[config.mk]
export PLATFORM = sky130hd
export DESIGN_NAME = tile_pixel_fetch
export DESIGN_NICKNAME = d
export VERILOG_FILES = /design/src/rtl/tile_pixel_fetch.sv
export SDC_FILE = /design/constraint.sdc
export NUM_CORES = 1
export LEC_CHECK = 0
export BUFFER_PORTS_ARGS = -buffer_cell sky130_fd_sc_hd__buf_2
export CORE_UTILIZATION = 31
export CTS_BUF_LIST = sky130_fd_sc_hd__clkbuf_4 sky130_fd_sc_hd__clkbuf_8
export DETAILED_ROUTE_END_ITERATION = 8
export REMOVE_ABC_BUFFERS = 1
export SKIP_LAST_GASP = 1
export SLEW_MARGIN = 5
export SYNTH_ARGS = -nofsm -noshare
export SYNTH_HDL_FRONTEND = slang
export SYNTH_SLANG_ARGS = --single-unit
[constraint.sdc]
create_clock -name clk -period 4.17 [get_ports clk]
set_input_delay 0.834 -clock clk [delete_from_list [all_inputs] [get_ports clk]]
set_output_delay 0.834 -clock clk [all_outputs]
set_load 0.01 [all_outputs]
[src/rtl/tile_pixel_fetch.sv]
// rtl/tile_pixel_fetch.sv - fetch one 16-bit tile pixel from tile-graphics memory
// with a one-word reuse buffer.
module tile_pixel_fetch #(
  parameter logic [29:0] TILE_BASE    = 30'h0001000,
  parameter logic [15:0] TRANSP_COLOR = 16'h0000
) (
  input  logic        clk,
  input  logic        reset,
  input  logic        in_valid,
  output logic        in_ready,
  input  logic [15:0] tile_number,
  input  logic [7:0]  offset_x,
  input  logic [7:0]  offset_y,
  input  logic        cache_flush,
  output logic        mem_req,
  output logic [29:0] address,
  input  logic        mem_ack,
  input  logic [31:0] mem_data,
  output logic        out_valid,
  input  logic        out_ready,
  output logic [15:0] pixel_color,
  output logic        transparent
);

  typedef enum logic [1:0] {IDLE, REQ, OUT} state_t;

  state_t      state, state_nx;
  logic [29:0] pix_idx;
  logic [29:0] word;
  logic        half;
  logic        illegal;
  logic        hit;
  logic        accept;
  logic        ack;
  logic        req_half;
  logic        buf_valid;
  logic [29:0] buf_addr;
  logic [31:0] buf_data;
  logic [15:0] hit_color;
  logic [15:0] ack_color;

  assign pix_idx   = 30'(offset_y) * 30'd10 + 30'(offset_x);
  assign word      = TILE_BASE + 30'(tile_number) * 30'd50 + (pix_idx >> 1);
  assign half      = pix_idx[0];
  assign illegal   = (offset_x > 8'd9) || (offset_y > 8'd9);
  // A flush arriving with the request must force a miss.
  assign hit       = buf_valid && (buf_addr == word) && !cache_flush;
  assign accept    = (state == IDLE) && in_valid;
  assign ack       = (state == REQ) && mem_ack;
  assign hit_color = half ? buf_data[15:0] : buf_data[31:16];
  assign ack_color = req_half ? mem_data[15:0] : mem_data[31:16];

  always_ff @(posedge clk or posedge reset) begin
    if (reset) state <= IDLE;
    else       state <= state_nx;
  end

  always_comb begin
    state_nx  = state;
    in_ready  = 1'b0;
    out_valid = 1'b0;
    case (state)
      IDLE: begin
        in_ready = 1'b1;
        if (in_valid) state_nx = (illegal || hit) ? OUT : REQ;
      end
      REQ: if (mem_ack) state_nx = OUT;
      OUT: begin
        out_valid = 1'b1;
        if (out_ready) state_nx = IDLE;
      end
      default: state_nx = IDLE;
    endcase
  end

  always_ff @(posedge clk or posedge reset) begin
    if (reset) begin
      mem_req     <= 1'b0;
      address     <= '0;
      pixel_color <= '0;
      transparent <= 1'b0;
      req_half    <= 1'b0;
      buf_valid   <= 1'b0;
      buf_addr    <= '0;
      buf_data    <= '0;
    end else begin
      if (cache_flush) buf_valid <= 1'b0;
      if (accept) begin
        req_half <= half;
        if (illegal) begin
          pixel_color <= '0;
          transparent <= 1'b1;
        end else if (hit) begin
          pixel_color <= hit_color;
          transparent <= (hit_color == TRANSP_COLOR);
        end else begin
          mem_req <= 1'b1;
          address <= word;
        end
      end
      // Acked data is always delivered; only buffer validity honours a flush.
      if (ack) begin
        mem_req     <= 1'b0;
        buf_data    <= mem_data;
        buf_addr    <= address;
        if (!cache_flush) buf_valid <= 1'b1;
        pixel_color <= ack_color;
        transparent <= (ack_color == TRANSP_COLOR);
      end
    end
  end

endmodule

==> results.md <==
- Root Driver: clkbuf_8
- Num ports: 120
- Ys Warns: 0
- Worst Setup End Kind: flop
- Area delta synth->final: 34.2%
- GPL Wtd Cong: 0.844
- Pre-antenna DRT Iters: 5
- Gr ovfl total: 0
- CTS tree: built
- Worst skew pair latency: 0.40 ns
- # port buffers: 112
- Die Y: 169 µm
- Arrival @ worst endpoint: 6.34 ns
- Buf/Inv on CP: 8
- Syn Inst Count: 995
- Hold_buf cts: 0
- F_max: 165 MHz
- Clk buf depth: 2
- Total global-route track usage: 0.178
- Vias per cell: 4.82
- Area after DPL: 10900 µm²
- Drt initial violations: 344
- Setup TNS: -77.57 ns
- Antenna viol nets, final: 0
- Inserted Clock Buffers: 9
- Synthesized area: 8670 µm²
- Sequential share of the synthesized area: 0.289
- DRC: 0
- Post-Route WL: 24500 µm
- Diodes inserted: 0
- CTS clk-pin slew, worst paths: 0.12 ns
- Min cycle time layout: 6.07 ns
- Skew final: 0.0190 ns
- Status: complete, but fails checks
- Initial Utilization: 0.319
- Static Leak: 5.84 nW
- Max-slew violations: 0
- CP max FO: 8
- Die span in x: 169 µm
- Commonest cells after routing, fill and taps aside: 196 x nand2_1, 185 x buf_4, 110 x buf_2
- CTS Sinks: 100
- Yosys top cell by area: dfrtp_1
- Main flop type after synthesis: dfrtp_1
- Most common cell after layout, fill and taps aside: nand2_1
- Max Cap Viol: 0
- Slew @ Worst Pin: 1.31 ns
- Die footprint: 28600 µm²
- Slowest stage cell on the critical path: fa_2
- Worst path max stage delay: 0.55 ns
- NumNets Final: 1444
- Required @ worst endpoint: 4.44 ns
- Final setup viols: 43
- Worst Setup Slack, final: -1.90 ns
- Leading post-synthesis cells by cell area: dfrtp_1 29%, ha_1 12%, nand2_1 8.5%
- Placed Instances: 1616
- Core area: 27200 µm²
- Peak supply drop: 0.000278 V
- Initial antenna violation count: 0
- H-tree depth: 3
- Period utilization: 1.46
- Total Power: 5.98 mW
- Layout cells sized above 1: 0.334
- Failing checks: setup timing
- Synth top area share: 0.289
- Filler cell count in the final layout: 2754
- Post-synth EDFFs: 0
- First-pass GRT wire length: 41000 µm
- Post-synthesis async set-or-reset flop share: 1.00
- Hold WC Path Type: flop to flop
- WHS: 0.473 ns
- Final hold vios: 0
- RSZ-0062 raised after global routing: yes
- Syn avg cell area: 8.72 µm²
- Largest net degree at the start of global routing: 52
- Number of global-route vias before repair: 8121
- Distinct cell type count after synthesis: 85
- Via count: 7984
- Final instance area: 11600 µm²
- Most common cell on crit path: ha_4
- PwrDens: 514 nW/µm²
- Max-slew headroom: 0.119
- Post-DP HPWL: 18700 µm
- Non-Filler Instances: 1655
- Startpoint Class: primary input
- Routed WL per cell: 14.8 µm
- Seq cells post-synth: 100
- Top delay family on crit path: simple AND/OR/NAND/NOR gates
- Crit path kind: primary input to flop
- Rows: 60
-- cell families after synthesis --
logic type / after synthesis / share of synthesized area
and+or+nand+nor: 346 / 0.187
AOI/OAI and AO/OA: 199 / 0.169
buffers and inverters: 135 / 0.0651
DFF: 100 / 0.289
adders and majority gates: 96 / 0.151
muxes: 60 / 0.0744
xor gates and xnor gates: 58 / 0.0642
other: 1 / 0.000432
-- per-stage QoR --
step / util / setup WS (ns)
after floorplan: - / -2.65
after global placement: 0.400 / -2.74
after detailed placement: 0.400 / -2.78
after CTS: 0.426 / -1.79
after global routing: 0.428 / -2.09
final: 0.428 / -1.90
-- registers in the layout, indices dropped and copies added (netlist names) --
signal	count
address	23
buf_addr	23
buf_data	32
buf_valid	1
mem_req	1
pixel_color	16
req_half	1
state	2
transparent	1
-- final timing paths --
check / start / end / slack [ns] / cells past startpoint
min in group asynchronous: reset / mem_req / 0.52 / 2
min reg2reg: address[8] / buf_addr[8] / 0.47 / 2
max reg2reg: buf_addr[7] / pixel_color[2] / 0.62 / 14
max: offset_y[1] / pixel_color[2] / -1.90 / 30
min: address[8] / buf_addr[8] / 0.47 / 2
max in group asynchronous: reset / address[9] / 2.82 / 3
-- worst reg2reg max path: stages, from the launching register on --
cell and delay, ns:
dfrtp_1 0.45, xnor2_4 0.21, mux2i_2 0.25, o311ai_2 0.15, nor4_1 0.19, buf_4 0.16
and2_1 0.11, nand4_1 0.12, or4_1 0.41, or4_1 0.41, or4_4 0.45, nor3_4 0.19
buf_6 0.15, buf_16 0.13, a221oi_2 0.06
-- cell usage after synthesis (all sizes together) (4+ instances only) --
| library cell | number |
|---|---|
| a211oi | 6 |
| dfrtp | 100 |
| a31oi | 19 |
| or2 | 8 |
| nor2 | 42 |
| and2 | 8 |
| a21oi | 37 |
| xnor2 | 35 |
| o32ai | 4 |
| a221oi | 16 |
| o22ai | 8 |
| nand2 | 196 |
| nand3 | 12 |
| o311ai | 5 |
| nor3 | 16 |
| nor4 | 19 |
| a21o | 12 |
| o21bai | 5 |
| nand2b | 7 |
| ha | 82 |
| buf | 24 |
| o211ai | 11 |
| o21ai | 45 |
| fa | 14 |
| mux2i | 24 |
| xor2 | 20 |
| nand4 | 6 |
| clkbuf | 22 |
| and3 | 4 |
| nor2b | 7 |
| mux2 | 36 |
| inv | 89 |
| or4 | 6 |
| a211o | 5 |
-- final cells by class --
| cell class | instances | area (µm²) | area share |
|---|---|---|---|
| multi-input combinational | 767 | 5960 | 0.512 |
| sequential | 100 | 2500 | 0.215 |
| timing repair buffer | 311 | 2200 | 0.189 |
| tap | 372 | 465 | 0.0400 |
| inverter | 89 | 337 | 0.0289 |
| clock buffer | 9 | 124 | 0.0106 |
| clock inverter | 7 | 56.3 | 0.00484 |
-- routing by layer --
layer	part of all wire	global-route usage	vias to the layer above
met4	0.017	0.0403	0
li1	-	-	4034
met2	0.47	0.300	149
met5	0	0	-
met3	0.046	0.0354	24
met1	0.47	0.233	3777
-- what timing repair did --
item / CTS / global route
cloned: 2 / 1
endpoints found under the setup margin: 43 / 43
gates resized for setup: 63 / 4
buffers inserted: 20 / 1
pin swaps: 26 / 5
-- power breakdown --
group          internal [mW]  total, mW  leakage [nW]  switching (mW)
clock network          0.227      0.611        0.0963           0.384
registers               1.05       1.15          1.28          0.0975
logic                   2.22       4.23          4.46            2.00
No activity file was read; power rests on OpenSTA's default activity.
